===== src/rtl/haar_pkg.sv =====
// Shared types and default dimensions for the Haar lifting front end.
package haar_pkg;

  localparam int HAAR_DW    = 16;
  localparam int HAAR_IMG_W = 64;
  localparam int HAAR_IMG_H = 64;

  typedef enum logic [1:0] {
    IDLE     = 2'd0,
    EVEN_ROW = 2'd1,
    ODD_ROW  = 2'd2
  } state_t;

endpackage


===== src/rtl/haar_line_ram.sv =====
// Single-row line buffer: synchronous write, registered read, contents never cleared.
module haar_line_ram #(
  parameter int DEPTH = 64,
  parameter int DW    = 16,
  parameter int AW    = 6
) (
  input  logic          clk,
  input  logic          we,
  input  logic [AW-1:0] addr,
  input  logic [DW-1:0] wdata,
  output logic [DW-1:0] rdata
);

  logic [DW-1:0] mem [DEPTH];

  always_ff @(posedge clk) begin
    if (we) mem[addr] <= wdata;
    rdata <= mem[addr];
  end

endmodule


===== src/rtl/haar_row_pairer.sv =====
// Buffers even rows and pairs them column-wise with the following odd row.
// Optional protocol error output enabled by defining HAAR_PAIR_ERR_EN.
module haar_row_pairer
  import haar_pkg::*;
#(
  parameter int DW    = HAAR_DW,
  parameter int IMG_W = HAAR_IMG_W,
  parameter int IMG_H = HAAR_IMG_H
) (
  input  logic          clk,
  input  logic          reset,
  input  logic [DW-1:0] pix_in,
  input  logic          pix_valid,
  input  logic          sof,
  output logic [DW-1:0] im11,
  output logic [DW-1:0] im21,
  output logic          start,
  output logic          frame_done
`ifdef HAAR_PAIR_ERR_EN
  ,
  output logic          err
`endif
);

  localparam int CW = (IMG_W > 1) ? $clog2(IMG_W) : 1;
  localparam int RW = (IMG_H > 1) ? $clog2(IMG_H) : 1;

  state_t        state, state_n;
  logic [CW-1:0] col, col_n;
  logic [RW-1:0] row, row_n;

  logic          ram_we;
  logic [CW-1:0] ram_addr;
  logic [DW-1:0] ram_rdata;
  logic          pair_fire, last_pair;
  logic          start_q, frame_done_q;
  logic [DW-1:0] pix_q;

  haar_line_ram #(
    .DEPTH(IMG_W),
    .DW   (DW),
    .AW   (CW)
  ) u_line_ram (
    .clk  (clk),
    .we   (ram_we),
    .addr (ram_addr),
    .wdata(pix_in),
    .rdata(ram_rdata)
  );

  always_ff @(posedge clk) begin
    if (reset) begin
      state <= IDLE;
      col   <= '0;
      row   <= '0;
    end else begin
      state <= state_n;
      col   <= col_n;
      row   <= row_n;
    end
  end

  // sof always wins, so a mid-frame sof silently restarts at (row 0, col 0)
  always_comb begin
    state_n = state;
    col_n   = col;
    row_n   = row;
    if (pix_valid) begin
      if (sof) begin
        state_n = EVEN_ROW;
        col_n   = CW'(1);
        row_n   = '0;
      end else begin
        case (state)
          EVEN_ROW: begin
            if (col == CW'(IMG_W - 1)) begin
              state_n = ODD_ROW;
              col_n   = '0;
              row_n   = row + RW'(1);
            end else begin
              col_n = col + CW'(1);
            end
          end
          ODD_ROW: begin
            if (col == CW'(IMG_W - 1)) begin
              col_n = '0;
              if (row == RW'(IMG_H - 1)) begin
                state_n = IDLE;
                row_n   = '0;
              end else begin
                state_n = EVEN_ROW;
                row_n   = row + RW'(1);
              end
            end else begin
              col_n = col + CW'(1);
            end
          end
          default: ;
        endcase
      end
    end
  end

  always_comb begin
    ram_we    = pix_valid && (sof || state == EVEN_ROW);
    ram_addr  = sof ? '0 : col;
    pair_fire = pix_valid && !sof && state == ODD_ROW;
    last_pair = pair_fire && col == CW'(IMG_W - 1) && row == RW'(IMG_H - 1);
    start      = start_q;
    frame_done = frame_done_q;
    im11       = start_q ? ram_rdata : '0;
    im21       = start_q ? pix_q : '0;
  end

  always_ff @(posedge clk) begin
    if (reset) begin
      start_q      <= 1'b0;
      frame_done_q <= 1'b0;
      pix_q        <= '0;
    end else begin
      start_q      <= pair_fire;
      frame_done_q <= last_pair;
      if (pair_fire) pix_q <= pix_in;
    end
  end

`ifdef HAAR_PAIR_ERR_EN
  always_ff @(posedge clk) begin
    if (reset) err <= 1'b0;
    else       err <= pix_valid && sof && state != IDLE;
  end
`endif

endmodule


===== config.mk =====
export PLATFORM = sky130hd
export DESIGN_NAME = haar_row_pairer
export DESIGN_NICKNAME = d
export VERILOG_FILES = /design/src/rtl/haar_pkg.sv /design/src/rtl/haar_line_ram.sv /design/src/rtl/haar_row_pairer.sv
export SDC_FILE = /design/constraint.sdc
export NUM_CORES = 1
export LEC_CHECK = 0
export ABC_AREA = 1
export CELL_PAD_IN_SITES_DETAIL_PLACEMENT = 0
export CELL_PAD_IN_SITES_GLOBAL_PLACEMENT = 1
export CORE_MARGIN = 2
export CORE_UTILIZATION = 45
export CTS_CLUSTER_SIZE = 28
export DETAILED_ROUTE_END_ITERATION = 6
export PLACE_DENSITY = 0.87
export SLEW_MARGIN = 20
export SYNTH_ARGS = -nofsm -noshare
export SYNTH_HDL_FRONTEND = slang
export SYNTH_SLANG_ARGS = --single-unit

===== constraint.sdc =====
create_clock -name clk -period 4 [get_ports clk]
set_input_delay 1.2 -clock clk [delete_from_list [all_inputs] [get_ports clk]]
set_output_delay 1.2 -clock clk [all_outputs]
set_load 0.02 [all_outputs]

==> metrics.md <==
| Metric | Value |
|---|---|
| DRC Markers | 2 |
| Post-cts repair resize count | 0 |
| Grt met1 use | approximately 34% |
| Initial Utilization | between 40% and 50% |
| Vias per Instance | around 5.4 |
| Layout cells sized above 1 | 9.27% |
| Pre-antenna DRT Iters | 7 |
| CTS Root Cell | clkbuf_16 |
| DRT Wirelength | between 100000 and 150000 um |
| Setup violations, final | 0 |
| Nature of the critical path startpoint | register |
| Failing checks | DRC |
| Layout Utilization | roughly 53% |
| Worst-path fanout max | 16 |
| Number of buffers added for setup after CTS | 0 |
| Die W | between 300 and 400 um |
| Flops & latches, synth | approximately 1100 |
| Final net count | 4288 |
| Synth unique cells | 29 |
| Area of the die | 100000 um2 |
| GRT Total Usage | about a quarter |
| CTS Buf Count | between 100 and 150 |
| Worst slew margin | approximately a third |
| CORE AREA | between 90000 and 100000 um2 |
| Initial antenna violation count | 1 |
| Vias in the first global route | about 30000 |
| Mapped Area | approximately 44000 um2 |
| Hold Buf Count CTS | 0 |
| Syn Area/Cell | about 11 um2 |
| Critical Path Max Stage Delay | 0.61 ns |
| Status | finished, violations left |
| Pwr Density | approximately 460 nW/um2 |
| Worst hold-check path type | register to register |
| Slew at the pin with the worst max-slew slack | about 0.99 ns |
| Hpwl dp | approximately 76000 um |
| Post-synthesis sequential area ratio | approximately 72% |
| Fmax | 283 MHz |
| Worst path slowest cell | clkdlybuf4s50_1 |
| First DRT Iteration DRCs | between 3000 and 4000 |
| H-Tree Depth | 3 |
| Data arrival, critical path | approximately 2.3 ns |
| I/O pins | 54 |
| Via count | around 30000 |
| CP Class | register to output pin |
| Clock tree buffer depth | 3 |
| Global-route wire length before repair | 184000 um |
| Hold Vio Cnt, Final | 0 |
| Synthesized instance count | about 4100 |
| Setup crit end kind | output pin |
| ANT cells | 0 |
| Fin crit period | between 3 and 4 ns |
| Num rows | ~110 |
| Routed length per placed instance | 21.9 um |
| Met2 Usage GRT | between 30% and 40% |
| GR peak layer | met2 |
| Chip height | 316 um |
| Clock skew | roughly 0.035 ns |
| Clk_lat worst skew | between 0.7 and 0.8 ns |
| Antenna-violating nets left | 0 |
| RSZ-0062 raised after global routing | false |
| Worst EP required | ~2.8 ns |
| Pins Over Slew Limit | 0 |
| Clock transition at path regs | ~0.06 ns |
| RePlAce Congestion | around 0.95 |
| Tcrit/Tclk final | between 80% and 90% |
| GR Overflow Total | 0 |
| Critical-path cell list | buf_4 -> nand2_1 -> inv_1 -> clkdlybuf4s50_1 |
| Worst hold slack | 0.497 ns |
| Filler Cells Inserted | ~8100 |
| CTS tree | done |
| Layout area overhead | 16.4% |
| Grt met3 use | between 5 and 6% |
| Largest net degree at the start of global routing | 94 |
| Leakage | ~20 nW |
| Maximum capacitance violations | 0 |
| PortBufs | 53 |
| Peak VDD IR | between 0.3 and 0.4 mV |
| Sink Count | roughly 1100 |
| YS warnings | 0 |
| Mapped Nets | just over 4000 |
[state kept, by name, summed over array words and instances, names as in the netlist]
name and count:
state 2, frame_done 1, u_line_ram.rdata 16, row 6, u_line_ram.mem 1024, col 6
pix_q 16, start 1
[worst paths after layout]
kind	startpoint	to	slack [ns]	depth (start not counted)
worst max register to register	col[0]$_SDFFE_PP0P_	u_line_ram.mem[36][8]$_DFFE_PP_	0.89	6
worst max-delay path	start$_SDFF_PP0_	im11[15]	0.47	4
worst min register to register	row[4]$_SDFFE_PP0P_	row[4]$_SDFFE_PP0P_	0.50	2
worst min-delay path	row[4]$_SDFFE_PP0P_	row[4]$_SDFFE_PP0P_	0.50	2
[per-stage QoR]
step / power [mW] / std cells / setup TNS [ns] / area, um2 / worst slack (ns)
floorplan: 13.2 / 4107 / -1.69 / 43900 / -0.0530
global placement: 13.9 / 5431 / -0.148 / 47600 / -0.0658
detailed placement: 13.9 / 5431 / -0.210 / 47600 / -0.0873
CTS: 23.9 / 5634 / 0 / 51100 / 0.469
global route: 24.4 / 5634 / 0 / 51100 / 0.386
finish: 23.8 / 5634 / 0 / 51100 / 0.468
[synth_stat cells]
master    instances  area [um2]
nand2_2           1        6.26
nand2_1        2027        7610
a21oi_1         114         571
o21ai_0          32         160
nor4_1            3        18.8
a211oi_1          3        22.5
a21o_1            1        7.51
inv_1            88         330
nor2_2            5        31.3
nor3_1            2        10.0
nand3_1         231        1160
buf_4             1        7.51
inv_2             6        22.5
nor2_1          240         901
o21ai_1          53         265
clkinv_1          1        3.75
xor2_1            2        17.5
dfxtp_1          48         961
nor2_4            2        22.5
ha_1              4        50.1
nor3_2            1        10.0
buf_2           103         515
o211ai_1          3        22.5
nand3b_1          1        7.51
nand4_1           7        43.8
clkbuf_1         79         297
edfxtp_1       1024       30700
buf_1            24        90.1
or2_2             1        6.26
[power by group]
| part | internal, mW | switching, mW | total (mW) | leakage, nW |
|---|---|---|---|---|
| registers | 12.3 | 0.0326 | 12.4 | 9.60 |
| logic | 0.347 | 0.948 | 1.29 | 8.67 |
| clock network | 5.80 | 4.30 | 10.1 | 1.72 |
[logic make-up after synthesis]
group | share of synthesized area [%]
simple gates | 22.4
flops | 72.2
buf+inv | 2.88
compound gates | 2.39
fa+ha+maj | 0.114
xor+xnor | 0.0399
[final cells by class]
cell class              count  area [um2]  area share [%]
well taps                1276        1600            3.12
flip-flops and latches   1072       31700            62.0
repair buffers            255        2880            5.63
inverters                  95         357           0.698
multi-input cells        2733       11000            21.6
clock inverters            49         568            1.11
clock buffers             154        2990            5.84
[cells in the final DEF, fill, tap and decap left out, drive strengths merged, types with 9 or more instances in the layout]
cell type	netlist	routed
buf	128	218
edfxtp	1024	1024
clkinv	1	31
dfxtp	48	48
o21ai	85	85
nand2	2028	2028
clkdlybuf4s50	0	37
nand3	231	231
inv	94	99
bufinv	0	9
nor2	247	247
clkbuf	79	154
a21oi	114	114
[per-layer routing]
layer	wire length, um	vias up
met5	13	-
met4	3740	2
met3	13100	243
met2	56800	1539
met1	50000	14700
li1	-	14000
[critical path, delay by kind of cell, from the launching register on]
family                 cells  cell delay [ns]
DFF                        1             0.33
buffers and inverters      3             1.04
and+or+nand+nor            1             0.26
Power figures use the tool's default switching activity.
